$ cat config.mk
export PLATFORM = sky130hd
export DESIGN_NAME = mac_seq_ctrl_flat
export DESIGN_NICKNAME = d
export VERILOG_FILES = /design/src/rtl/mac_seq_ctrl_if.sv /design/src/rtl/mac_seq_ctrl.sv /design/src/flat_wrapper.sv
export SDC_FILE = /design/constraint.sdc
export NUM_CORES = 1
export LEC_CHECK = 0
export CAP_MARGIN = 20
export CORE_UTILIZATION = 55
export DETAILED_ROUTE_END_ITERATION = 8
export DONT_BUFFER_PORTS = 1
export PLACE_DENSITY = 0.7
export SLEW_MARGIN = 10
export SYNTH_ARGS = -nofsm -noshare
export SYNTH_HDL_FRONTEND = slang
export SYNTH_SLANG_ARGS = --single-unit
$ cat constraint.sdc
create_clock -name clk -period 2.28 [get_ports clk]
set_clock_uncertainty 0.05 [all_clocks]
set_input_delay 0 -clock clk [delete_from_list [all_inputs] [get_ports clk]]
set_output_delay 0 -clock clk [all_outputs]
set_load 0.1 [all_outputs]
$ cat src/rtl/mac_seq_ctrl_if.sv
// Job, operand, MAC-drive and result signals shared by mac_seq_ctrl and its environment.
// slave = the sequencer's view, master = the fabric/MAC side.
`ifndef MAC_MIN_WIDTH
`define MAC_MIN_WIDTH 8
`endif
`ifndef MAC_ACC_WIDTH
`define MAC_ACC_WIDTH 32
`endif
`ifndef MAC_CONF_WIDTH
`define MAC_CONF_WIDTH 4
`endif

interface mac_seq_ctrl_if #(
  parameter int MIN_W  = `MAC_MIN_WIDTH,
  parameter int ACC_W  = `MAC_ACC_WIDTH,
  parameter int CONF_W = `MAC_CONF_WIDTH,
  parameter int LEN_W  = 8
);
  logic                    job_valid;
  logic                    job_ready;
  logic [LEN_W-1:0]        job_len;
  logic [1:0]              job_mode;
  logic [ACC_W-1:0]        job_init;
  logic                    job_abort;

  logic                    op_valid;
  logic                    op_ready;
  logic [4*MIN_W-1:0]      op_a;
  logic [MIN_W-1:0]        op_b;

  logic                    mac_en;
  logic                    mac_load;
  logic [ACC_W+CONF_W-1:0] mac_cfg;
  logic [4*MIN_W-1:0]      mac_a;
  logic [MIN_W-1:0]        mac_b;
  logic [ACC_W-1:0]        mac_c;

  logic                    res_valid;
  logic                    res_ready;
  logic [ACC_W-1:0]        res_data;

  modport slave (
    input  job_valid, job_len, job_mode, job_init, job_abort,
    input  op_valid, op_a, op_b, mac_c, res_ready,
    output job_ready, op_ready, mac_en, mac_load, mac_cfg, mac_a, mac_b,
    output res_valid, res_data
  );

  modport master (
    output job_valid, job_len, job_mode, job_init, job_abort,
    output op_valid, op_a, op_b, mac_c, res_ready,
    input  job_ready, op_ready, mac_en, mac_load, mac_cfg, mac_a, mac_b,
    input  res_valid, res_data
  );
endinterface

$ cat src/rtl/mac_seq_ctrl.sv
// Job-level sequencer for one MAC: takes a dot-product job, streams operand beats, waits out
// the MAC pipeline and returns the result on valid/ready. MAC_SEQ_PERF_EN adds job/busy counters.
`ifndef MAC_MIN_WIDTH
`define MAC_MIN_WIDTH 8
`endif
`ifndef MAC_ACC_WIDTH
`define MAC_ACC_WIDTH 32
`endif
`ifndef MAC_CONF_WIDTH
`define MAC_CONF_WIDTH 4
`endif

module mac_seq_ctrl #(
  parameter int MIN_W   = `MAC_MIN_WIDTH,
  parameter int ACC_W   = `MAC_ACC_WIDTH,
  parameter int CONF_W  = `MAC_CONF_WIDTH,
  parameter int LEN_W   = 8,
  parameter int MAC_LAT = 1
) (
  input logic           clk,
  input logic           rst,
  mac_seq_ctrl_if.slave bus
`ifdef MAC_SEQ_PERF_EN
  ,
  output logic [31:0]   perf_jobs,
  output logic [31:0]   perf_busy
`endif
);

  localparam int DRN_W = (MAC_LAT > 1) ? $clog2(MAC_LAT + 1) : 1;

  typedef enum logic [1:0] {IDLE, RUN, DRAIN, DONE} state_e;

  state_e                  state_q, state_d;
  logic [LEN_W-1:0]        beat_cnt_q, beat_cnt_d;
  logic [DRN_W-1:0]        drain_cnt_q, drain_cnt_d;
  logic                    first_q, first_d;
  logic                    mac_en_q, mac_en_d;
  logic                    mac_load_q, mac_load_d;
  logic [ACC_W+CONF_W-1:0] mac_cfg_q, mac_cfg_d;
  logic [4*MIN_W-1:0]      mac_a_q, mac_a_d;
  logic [MIN_W-1:0]        mac_b_q, mac_b_d;
  logic [ACC_W-1:0]        res_data_q, res_data_d;

  logic                    job_ready;
  logic                    op_ready;
  logic                    res_valid;
  logic                    beat_acc;
  logic [CONF_W-1:0]       conf;

  always_comb begin
    job_ready = (state_q == IDLE);
    // abort wins over a same-cycle beat, so it masks the operand handshake
    op_ready  = (state_q == RUN) && !bus.job_abort;
    res_valid = (state_q == DONE);
    beat_acc  = bus.op_valid && op_ready;

    conf             = '0;
    conf[1:0]        = bus.job_mode;
    conf[CONF_W-1]   = 1'b1;

    state_d     = state_q;
    beat_cnt_d  = beat_cnt_q;
    drain_cnt_d = drain_cnt_q;
    first_d     = first_q;
    mac_en_d    = 1'b0;
    mac_load_d  = 1'b0;
    mac_cfg_d   = mac_cfg_q;
    mac_a_d     = mac_a_q;
    mac_b_d     = mac_b_q;
    res_data_d  = res_data_q;

    unique case (state_q)
      IDLE: begin
        if (bus.job_valid) begin
          mac_cfg_d = {bus.job_init, conf};
          if (bus.job_len == '0) begin
            res_data_d = bus.job_init;
            state_d    = DONE;
          end else begin
            beat_cnt_d = bus.job_len;
            first_d    = 1'b1;
            state_d    = RUN;
          end
        end
      end
      RUN: begin
        if (bus.job_abort) begin
          state_d = IDLE;
        end else if (beat_acc) begin
          mac_en_d   = 1'b1;
          mac_load_d = first_q;
          mac_a_d    = bus.op_a;
          mac_b_d    = bus.op_b;
          first_d    = 1'b0;
          beat_cnt_d = beat_cnt_q - 1'b1;
          if (beat_cnt_q == LEN_W'(1)) begin
            drain_cnt_d = DRN_W'(MAC_LAT);
            state_d     = DRAIN;
          end
        end
      end
      DRAIN: begin
        // counter hits zero in the cycle mac_c first reflects the last beat
        if (bus.job_abort) begin
          state_d = IDLE;
        end else if (drain_cnt_q == '0) begin
          res_data_d = bus.mac_c;
          state_d    = DONE;
        end else begin
          drain_cnt_d = drain_cnt_q - 1'b1;
        end
      end
      DONE: begin
        if (bus.res_ready) begin
          state_d = IDLE;
        end
      end
      default: state_d = IDLE;
    endcase
  end

  always_ff @(posedge clk or negedge rst) begin
    if (!rst) begin
      state_q     <= IDLE;
      beat_cnt_q  <= '0;
      drain_cnt_q <= '0;
      first_q     <= 1'b0;
      mac_en_q    <= 1'b0;
      mac_load_q  <= 1'b0;
      mac_cfg_q   <= '0;
      mac_a_q     <= '0;
      mac_b_q     <= '0;
      res_data_q  <= '0;
    end else begin
      state_q     <= state_d;
      beat_cnt_q  <= beat_cnt_d;
      drain_cnt_q <= drain_cnt_d;
      first_q     <= first_d;
      mac_en_q    <= mac_en_d;
      mac_load_q  <= mac_load_d;
      mac_cfg_q   <= mac_cfg_d;
      mac_a_q     <= mac_a_d;
      mac_b_q     <= mac_b_d;
      res_data_q  <= res_data_d;
    end
  end

  assign bus.job_ready = job_ready;
  assign bus.op_ready  = op_ready;
  assign bus.res_valid = res_valid;
  assign bus.res_data  = res_data_q;
  assign bus.mac_en    = mac_en_q;
  assign bus.mac_load  = mac_load_q;
  assign bus.mac_cfg   = mac_cfg_q;
  assign bus.mac_a     = mac_a_q;
  assign bus.mac_b     = mac_b_q;

`ifdef MAC_SEQ_PERF_EN
  logic [31:0] perf_jobs_q, perf_jobs_d;
  logic [31:0] perf_busy_q, perf_busy_d;

  always_comb begin
    perf_jobs_d = perf_jobs_q + ((res_valid && bus.res_ready) ? 32'd1 : 32'd0);
    perf_busy_d = perf_busy_q + (((state_q == RUN) || (state_q == DRAIN)) ? 32'd1 : 32'd0);
  end

  always_ff @(posedge clk or negedge rst) begin
    if (!rst) begin
      perf_jobs_q <= '0;
      perf_busy_q <= '0;
    end else begin
      perf_jobs_q <= perf_jobs_d;
      perf_busy_q <= perf_busy_d;
    end
  end

  assign perf_jobs = perf_jobs_q;
  assign perf_busy = perf_busy_q;
`endif

endmodule
$ cat src/flat_wrapper.sv
// flat-port wrapper written by rule: the top's interface ports become plain ports
module mac_seq_ctrl_flat 
#(
  parameter int MIN_W   = `MAC_MIN_WIDTH,
  parameter int ACC_W   = `MAC_ACC_WIDTH,
  parameter int CONF_W  = `MAC_CONF_WIDTH,
  parameter int LEN_W   = 8,
  parameter int MAC_LAT = 1
)
  (clk, rst, bus_job_valid, bus_job_len, bus_job_mode, bus_job_init, bus_job_abort, bus_op_valid, bus_op_a, bus_op_b, bus_mac_c, bus_res_ready, bus_job_ready, bus_op_ready, bus_mac_en, bus_mac_load, bus_mac_cfg, bus_mac_a, bus_mac_b, bus_res_valid, bus_res_data);
  mac_seq_ctrl_if #(.MIN_W(MIN_W), .ACC_W(ACC_W), .CONF_W(CONF_W), .LEN_W(LEN_W)) bus_i ();
  input logic clk;
  input logic rst;
  input wire logic [$bits(bus_i.job_valid)-1:0] bus_job_valid;
  input wire logic [$bits(bus_i.job_len)-1:0] bus_job_len;
  input wire logic [$bits(bus_i.job_mode)-1:0] bus_job_mode;
  input wire logic [$bits(bus_i.job_init)-1:0] bus_job_init;
  input wire logic [$bits(bus_i.job_abort)-1:0] bus_job_abort;
  input wire logic [$bits(bus_i.op_valid)-1:0] bus_op_valid;
  input wire logic [$bits(bus_i.op_a)-1:0] bus_op_a;
  input wire logic [$bits(bus_i.op_b)-1:0] bus_op_b;
  input wire logic [$bits(bus_i.mac_c)-1:0] bus_mac_c;
  input wire logic [$bits(bus_i.res_ready)-1:0] bus_res_ready;
  output wire logic [$bits(bus_i.job_ready)-1:0] bus_job_ready;
  output wire logic [$bits(bus_i.op_ready)-1:0] bus_op_ready;
  output wire logic [$bits(bus_i.mac_en)-1:0] bus_mac_en;
  output wire logic [$bits(bus_i.mac_load)-1:0] bus_mac_load;
  output wire logic [$bits(bus_i.mac_cfg)-1:0] bus_mac_cfg;
  output wire logic [$bits(bus_i.mac_a)-1:0] bus_mac_a;
  output wire logic [$bits(bus_i.mac_b)-1:0] bus_mac_b;
  output wire logic [$bits(bus_i.res_valid)-1:0] bus_res_valid;
  output wire logic [$bits(bus_i.res_data)-1:0] bus_res_data;
  assign bus_i.job_valid = bus_job_valid;
  assign bus_i.job_len = bus_job_len;
  assign bus_i.job_mode = bus_job_mode;
  assign bus_i.job_init = bus_job_init;
  assign bus_i.job_abort = bus_job_abort;
  assign bus_i.op_valid = bus_op_valid;
  assign bus_i.op_a = bus_op_a;
  assign bus_i.op_b = bus_op_b;
  assign bus_i.mac_c = bus_mac_c;
  assign bus_i.res_ready = bus_res_ready;
  assign bus_job_ready = bus_i.job_ready;
  assign bus_op_ready = bus_i.op_ready;
  assign bus_mac_en = bus_i.mac_en;
  assign bus_mac_load = bus_i.mac_load;
  assign bus_mac_cfg = bus_i.mac_cfg;
  assign bus_mac_a = bus_i.mac_a;
  assign bus_mac_b = bus_i.mac_b;
  assign bus_res_valid = bus_i.res_valid;
  assign bus_res_data = bus_i.res_data;
  mac_seq_ctrl #(.MIN_W(MIN_W), .ACC_W(ACC_W), .CONF_W(CONF_W), .LEN_W(LEN_W), .MAC_LAT(MAC_LAT)) u_core (.clk(clk), .rst(rst), .bus(bus_i));
endmodule
After elaboration in Yosys (flattened, before gate mapping) --
Index checks and enable logic that the tools add are counted.
Storage, ports and cells: register bits after elaboration 121, input bits 120, output and inout bits 113
Cells by class: add/subtract/negate cells 2, equal/unequal tests 16, multiplexer cells 36, bitwise gates (word level) 1, reductions and logical operators 14
Operator list (count):
- 2-to-1 mux 32 bit | 4
- one-hot mux 32 bit (2 select lines) | 1
- 2-to-1 mux 8 bit | 4
- AND reduction 5 bit | 4
- 2-to-1 mux 2 bit | 8
- one-hot mux 8 bit (2 select lines) | 1
- 2-to-1 mux 1 bit | 15
- inequality test 2 bit (second input constant) | 7
- == test 8 x 1 -> 1 bit (second input constant) | 1
- zero test 8 bit | 1
- one-hot mux 2 bit (4 select lines) | 1
- subtractor 8 x 1 -> 8 bit (second input constant) | 1
- inequality test 3 bit (second input constant) | 2
- nonzero test 2 bit | 3
- == test 2 bit (second input constant) | 2
- inequality test 2 x 1 -> 1 bit (second input constant) | 2
- one-hot mux 1 bit (2 select lines) | 2
- inequality test 3 x 2 -> 1 bit (second input constant) | 1
- AND reduction 3 bit | 1
- == test 2 x 1 -> 1 bit (second input constant) | 1
- logical AND 1 bit | 2
- zero test 2 bit | 1
- AND reduction 2 bit | 1
- zero test 1 bit | 1
- other kinds (2) | 2

Depth between registers and ports, before layout --
Gate-level depths: netlist (run 1).
word-level depth 6, depth in mapped cells 7, depth with buffers taken out 6

Worst setup path before layout (run 1) --
Ideal clock, no wire load.
path type flip-flop to flip-flop, start register u_core.state_q[1], end register u_core.state_q[1], library setup time 122 ps, data arrival time 2389 ps, data required time 2108 ps, path slack -280 ps, stages on the path, launching flop included 6, period minus slack after synthesis 2560 ps, path through dfrtp_1 -> clkbuf_1 -> nand2b_1 -> nor2_1 -> nand2b_1 -> a32o_1
On the way: cells in the longest elaborated chain, start to end 5, elaborated cells on any way between the ends 13
Ends and longest elaborated chain:
- from (decl) | line mac_seq_ctrl.sv:34 | state_e state_q, state_d;
- from (signal assigned) | line mac_seq_ctrl.sv:136 | state_q <= state_d;
- == test 2 x 1 -> 1 bit | line mac_seq_ctrl.sv:54 | op_ready = (state_q == RUN) && !bus.job_abort;
- logical AND 1 bit | line mac_seq_ctrl.sv:54
- net bus_op_ready | line flat_wrapper.sv:25 | output wire logic [$bits(bus_i.op_ready)-1:0] bus_op_ready;
- logical AND 1 bit | line mac_seq_ctrl.sv:56 | beat_acc = bus.op_valid && op_ready;
- inequality test 3 x 2 -> 1 bit (no line)
- AND reduction 5 bit (no line)
The timed path passes the listed nets, and every way through them passes these cells. A chain may end at the register's enable or synchronous reset.

Worst setup path after layout (run 1) --
start input bus_job_len[6], end register u_core.res_data_q[2], in the netlist u_core.bus.res_data[2]
On the way: cells in the longest elaborated chain, start to end 3
Ends and longest elaborated chain:
- from (decl) | line flat_wrapper.sv:15 | input wire logic [$bits(bus_i.job_len)-1:0] bus_job_len;
- zero test 8 bit | line mac_seq_ctrl.sv:77 | if (bus.job_len == '0) begin
- inequality test 2 x 1 -> 1 bit (no line)
- AND reduction 5 bit (no line)
- to (signal assigned) | line mac_seq_ctrl.sv:145 | res_data_q <= res_data_d;
- to (decl) | line mac_seq_ctrl.sv:43 | logic [ACC_W-1:0] res_data_q, res_data_d;
Every way passes these cells.

==> results.md, run 1 <==
* Outcome: finished with violations
* Cells after Synth at 369
* Met3 track demand over resource at 9.00%
* FF-to-FF path depth at 4
* DP HPWL at 8.39 mm
* # IOs at 233
* Setup TNS at 0 ps
* DR pass1 iterations at 4
* Synth cell types at 46
* Root Driver: clkbuf_8
* #FFs+latches synth at ~120
* WP data required at roughly 2600 ps
* First-pass GRT wire length at between 20 and 25 mm
* Placed Area at ~0.0063 mm²
* Syn. warnings at 0
* Crit path DAT at about 2500 ps
* Synth Flop Type: dfrtp_1
* Tmin final at 2150 ps
* Routed len/inst at 21.6 µm
* Die W at 99.7 µm
* Reg area at around 0.0030 mm²
* Net count, final at 726
* GR Util met1 at 35.8%
* Hold Crit Class: input pin to asynchronous set/reset pin
* Number of global-route vias before repair at 4688
* Reg2Reg Setup Slack at 150 ps
* Final Max Slew Viols at 0
* Reg-to-Reg End: u_core.beat_cnt_q[3]$_DFFE_PN0P_
* Layout cell share with drive strength beyond 1 at 48.6%
* 1st-iter DRT viols at 158
* Place WS at about 230 ps
* Final WL at 16.1 mm
* Num CTS Buffers at 17
* Worst-case clock buffer depth at 2
* Area Overhead vs Synth at 53.3%
* Multi-input gate area at ~0.0021 mm²
* Worst slew margin at 41.3%
* Final instance area at 0.00804 mm²
* Commonest cells after routing, fill and taps aside: mux2_2, dfrtp_1, dlygate4sd3_1, buf_4, clkbuf_16
* Clock-pin slew on the worst setup and hold paths at 60 ps
* Largest net degree at the start of global routing at 122
* Mapped Avg Cell Area at 14.2 µm²
* H-tree depth at 4
* Async SR Flop Fraction at 100%
* DR vias/cell at around 5.6
* Die height at 99.7 µm
* Vias at 4148
* Maximum clock frequency at 464 MHz
* Worst-Skew Late Latency at around 510 ps
* Syn Nets at 491
* Crit-path max FO at 14
* Gpl congestion at 0.754
* DRC errors left at 0
* Total grt overflow at 0
* Number of setup buffers added after CTS at 0
* Fillers at 396
* Worst setup margin at 127 ps
* Critical path type: input pin to register
* CTS tree: built
* Mapped Area at ~0.0052 mm²
* Port Buffers at 0
* Worst Tran Pin Value at 881 ps
* Hold buffers post-CTS at 118
* Violated checks: negative hold slack
* Starting Density at between 50% and 60%
* Row count at 35
* CP endpoint kind: register
* Sequential share of the synthesized area at around 58%
* GRT Util Overall at 33.4%
* Met2 Usage GRT at 60.7%
* Commonest non-fill, non-tap cell in the layout: mux2_2
* Worst hold slack at -869 ps
* Initial antenna violation count at 1
* Max-cap viol count at 0
* RR Startpoint: u_core.state_q[0]$_DFFE_PN0P_
* Unrepaired setup endpoints after global routing: no
* Cell Count, Final, Fillers Out at 747
* ANT nets after route at 0
* Post-synth EDFFs at 0
* Placed cells at a little under 600
* Hold Vio Cnt, Final at 121
* Fin crit share at 94.4%
* Final Setup Violations at 0
* Die ar. at a little under 0.01 mm²
* Core area at 0.00924 mm²
* CTS Sinks at ~120
* CP Launch Type: input pin
* Most used routing layer in global routing: met2
==> logic make-up (layout without fill, tap and decap cells) <==
group	Yosys count	count (layout)	share of synthesized area [%]
AO/OA/AOI/OAI	35	35	4.60
buffers and inverters	28	276	2.60
other	1	2	0.0715
multiplexers	139	139	29.8
AND/OR/NAND/NOR	43	43	4.72
flip-flops	121	121	57.7
adder cells (fa/ha/maj)	2	2	0.477
==> layer usage <==
layer	vias to the layer above	share of wire (%)
met3	47	6.8
met4	0	3.3
met2	228	54
li1	1808	-
met5	-	0
met1	2065	36
==> sequential cells by signal, summed over array words and instances (netlist names), 2 cells and up <==
signal,flops
u_core.beat_cnt_q,8
u_core.bus.mac_a,32
u_core.bus.mac_b,8
u_core.bus.mac_cfg,35
u_core.bus.res_data,32
u_core.state_q,2
==> metrics by stage <==
stage               util [%]  hold WS, ps
global route            87.0         -894
finish                  87.0         -869
CTS                     87.0         -892
global placement        67.7         -343
detailed placement      67.7         -343
floorplan                  -         -346
==> area by class of cell <==
| type | instances | share of cell area (%) |
|---|---|---|
| Clock buffer | 21 | 5.83 |
| Clock inverter | 11 | 1.66 |
| Multi-Input combinational cell | 220 | 26.3 |
| Sequential cell | 121 | 37.7 |
| Tap cell | 129 | 2.01 |
| Inverter | 6 | 0.280 |
| Timing Repair Buffer | 238 | 26.2 |
| Antenna cell | 1 | 0.0311 |
==> worst max-delay path by stage <==
stage,start,endpoint,slack [ps],depth (start not counted)
final,bus_job_len[6],u_core.bus.res_data[2]$_DFFE_PN0P_,130,6
after global routing,u_core.state_q[0]$_DFFE_PN0P_,u_core.beat_cnt_q[3]$_DFFE_PN0P_,30,4
after CTS,u_core.state_q[0]$_DFFE_PN0P_,bus_op_ready,30,3
after detailed placement,u_core.state_q[0]$_DFFE_PN0P_,u_core.beat_cnt_q[3]$_DFFE_PN0P_,230,4
after global placement,bus_job_len[6],u_core.bus.res_data[11]$_DFFE_PN0P_,290,5
after floorplan,u_core.state_q[0]$_DFFE_PN0P_,bus_res_valid,170,3
==> what timing repair did <==
| item | in CTS | in global routing |
|---|---|---|
| hold endpoints to repair | 241 | 121 |
| gates resized for setup | 0 | 1 |
| setup endpoints to repair | 0 | 1 |
==> critical path: stages <==
cell and delay (ps):
dlygate4sd3_1 570, or4_1 620, or2_1 300, a211oi_4 320, buf_4 290, mux2_2 390
==> cells in the mapped netlist, types with 2 or more instances <==
master / instances / share of area (%)
and2_1: 2 / 0.24
or3_1: 3 / 0.36
inv_1: 6 / 0.43
mux2_2: 136 / 29
ha_1: 2 / 0.48
buf_6: 3 / 0.64
nor3b_1: 2 / 0.29
clkbuf_1: 9 / 0.64
buf_2: 4 / 0.38
o21ai_0: 7 / 0.67
a31oi_1: 2 / 0.24
nand3_1: 2 / 0.19
nand2b_1: 5 / 0.60
or2_2: 2 / 0.24
o31ai_1: 2 / 0.29
nand2_1: 4 / 0.29
buf_1: 5 / 0.36
nor2_1: 11 / 0.79
or4_1: 2 / 0.29
dfrtp_1: 121 / 58
a21oi_1: 11 / 1.0
mux2_1: 2 / 0.43
nand3b_1: 2 / 0.29
nor4_1: 2 / 0.24
Power of run 1 is not shown: default switching activity piles up to over one toggle a cycle in this logic, so the estimate is an artifact.
==> inputs of run 2 (changes only) <==
--- a/config.mk
+++ b/config.mk
@@ -6,10 +6,11 @@
 export NUM_CORES = 1
 export LEC_CHECK = 0
 export CAP_MARGIN = 20
-export CORE_UTILIZATION = 55
+export CORE_UTILIZATION = 50
 export DETAILED_ROUTE_END_ITERATION = 8
 export DONT_BUFFER_PORTS = 1
-export PLACE_DENSITY = 0.7
+export PLACE_DENSITY = 0.65
+export SKIP_CTS_REPAIR_TIMING = 1
 export SLEW_MARGIN = 10
 export SYNTH_ARGS = -nofsm -noshare
 export SYNTH_HDL_FRONTEND = slang
==> constraint.sdc (replaced) <==
create_clock -name clk -period 2.5 [get_ports clk]
set_clock_uncertainty 0.05 [all_clocks]
set_input_delay 0 -clock clk [delete_from_list [all_inputs] [get_ports clk]]
set_output_delay 0 -clock clk [all_outputs]
set_load 0.1 [all_outputs]
==> run 2 against run 1 <==
  * The run now fails in global routing
  * Synthesized cell count unchanged
  * Synthesized area stayed put
==> results.md, run 2 <==
* Outcome: stopped before the end (was finished with violations)
* Failed at: global routing
* Stop err: [ERROR RSZ-0060] Max buffer count reached.
* Port Buffers at 0 (unchanged)
* Num CTS Buffers at 17 (unchanged)
* Synth Flop Type: dfrtp_1 (unchanged)
* Worst-case clock buffer depth at 2 (unchanged)
* H-tree depth at 4 (unchanged)
* Syn Nets at 491 (unchanged)
* Starting Density at 51.3% (was 56.8%)
* Area contributors post-synth: dfrtp_1, mux2_2, a21oi_1 (unchanged)
* CTS Sinks at 121 (unchanged)
* #FFs+latches synth at 121 (unchanged)
* Mapped Area at 0.00525 mm² (unchanged)
* Most common cell in the synthesized netlist: mux2_2 (unchanged)
* Gpl congestion at 0.786 (was 0.754)
* Sequential share of the synthesized area at 57.7% (unchanged)
* Async SR Flop Fraction at 100% (unchanged)
* Mapped Avg Cell Area at 14.2 µm² (unchanged)
* Die W at 104 µm (was 99.7 µm)
* Cells after Synth at 369 (unchanged)
* Post-synth EDFFs at 0 (unchanged)
* Synth cell types at 46 (unchanged)
* Synth top area share at 57.7% (unchanged)
* Root Driver: clkbuf_8 (unchanged)
* Die height at 104 µm (was 99.7 µm)
* DP HPWL at 7.56 mm (was 8.39 mm)
* Post-synth top cells: mux2_2, dfrtp_1, a21oi_1, nor2_1, clkbuf_1 (unchanged)
* # IOs at 233 (unchanged)
* Syn. warnings at 0 (unchanged)
* Largest net degree at the start of global routing at 122
* Row count at 37 (was 35)
* Biggest area consumer among synthesized cells: dfrtp_1 (unchanged)
[run 2: cell counts after synthesis]
Identical to the previous run, type by type.
[run 2: logic make-up after synthesis]
family / count (synthesis) / synth area share (%)
muxes: 139 / 29.8
AOI/OAI and AO/OA: 35 / 4.60
DFF: 121 / 57.7
buffers and inverters: 28 / 2.60
adders and majority gates: 2 / 0.477
other: 1 / 0.0715
and+or+nand+nor: 43 / 4.72
[run 2: per-stage QoR]
step	hold WS, ps	area (µm²)	setup WS (ps)	std cells
2_1_floorplan	-346	5250	387	369
3_3_place_gp	-343	5450	484	496
3_5_place_dp	-343	5450	435	496
4_1_cts	-892	6030	305	528
==> inputs of run 3 (changes only) <==
--- a/config.mk
+++ b/config.mk
@@ -6,10 +6,10 @@
 export NUM_CORES = 1
 export LEC_CHECK = 0
 export CAP_MARGIN = 20
-export CORE_UTILIZATION = 50
+export CORE_UTILIZATION = 35
 export DETAILED_ROUTE_END_ITERATION = 8
 export DONT_BUFFER_PORTS = 1
-export PLACE_DENSITY = 0.65
+export PLACE_DENSITY_LB_ADDON = 0.15
 export SKIP_CTS_REPAIR_TIMING = 1
 export SLEW_MARGIN = 10
 export SYNTH_ARGS = -nofsm -noshare
==> run 3 against run 2 <==
  * The run again fails in global routing
  * Synthesized area did not move
  * Synthesized cell count did not move
==> results.md, run 3 <==
* Gpl congestion at 0.735 (was 0.786)
* Largest net degree at the start of global routing at 122
* Stop err: [ERROR RSZ-0060] Max buffer count reached. (unchanged)
* Most common cell in the synthesized netlist: mux2_2 (unchanged)
* Outcome: stopped before the end (unchanged)
* Num CTS Buffers at 17 (unchanged)
* Mapped Area at 0.00525 mm² (unchanged)
* Area contributors post-synth: dfrtp_1, mux2_2, a21oi_1 (unchanged)
* Port Buffers at 0 (unchanged)
* Worst-case clock buffer depth at 2 (unchanged)
* Failed at: global routing (unchanged)
* Post-synth EDFFs at 0 (unchanged)
* DP HPWL at 7.97 mm (was 7.56 mm)
* Starting Density at 36.0% (was 51.3%)
* Die W at 124 µm (was 104 µm)
* Syn Nets at 491 (unchanged)
* Synth top area share at 57.7% (unchanged)
* Row count at 44 (was 37)
* Root Driver: clkbuf_16 (was clkbuf_8)
* Placed Area at 0.00554 mm² (was 0.00545 mm²)
* H-tree depth at 4 (unchanged)
* #FFs+latches synth at 121 (unchanged)
* Sequential share of the synthesized area at 57.7% (unchanged)
* Die height at 124 µm (was 104 µm)
* Biggest area consumer among synthesized cells: dfrtp_1 (unchanged)
* Cells after Synth at 369 (unchanged)
* Synth Flop Type: dfrtp_1 (unchanged)
* Async SR Flop Fraction at 100% (unchanged)
* Mapped Avg Cell Area at 14.2 µm² (unchanged)
* Place WS at 454 ps (was 435 ps)
* Post-synth top cells: mux2_2, dfrtp_1, a21oi_1, nor2_1, clkbuf_1 (unchanged)
* CTS Sinks at 121 (unchanged)
* Syn. warnings at 0 (unchanged)
* Synth cell types at 46 (unchanged)
* # IOs at 233 (unchanged)
## run 3: cell counts after synthesis
No cell type changed its count.
## run 3: cell families after synthesis
logic type      count (synthesis)  share of synthesized area (%)
mux                           139                           29.8
fa+ha+maj                       2                          0.477
simple gates                   43                           4.72
buf+inv                        28                           2.60
compound gates                 35                           4.60
flops                         121                           57.7
other cells                     1                         0.0715
## run 3: metrics by stage
step	hold slack [ps]	utilization (%)	instances
3_5_place_dp	-343	38.0	547
2_1_floorplan	-346	-	369
4_1_cts	-792	42.0	579
3_3_place_gp	-343	38.0	547
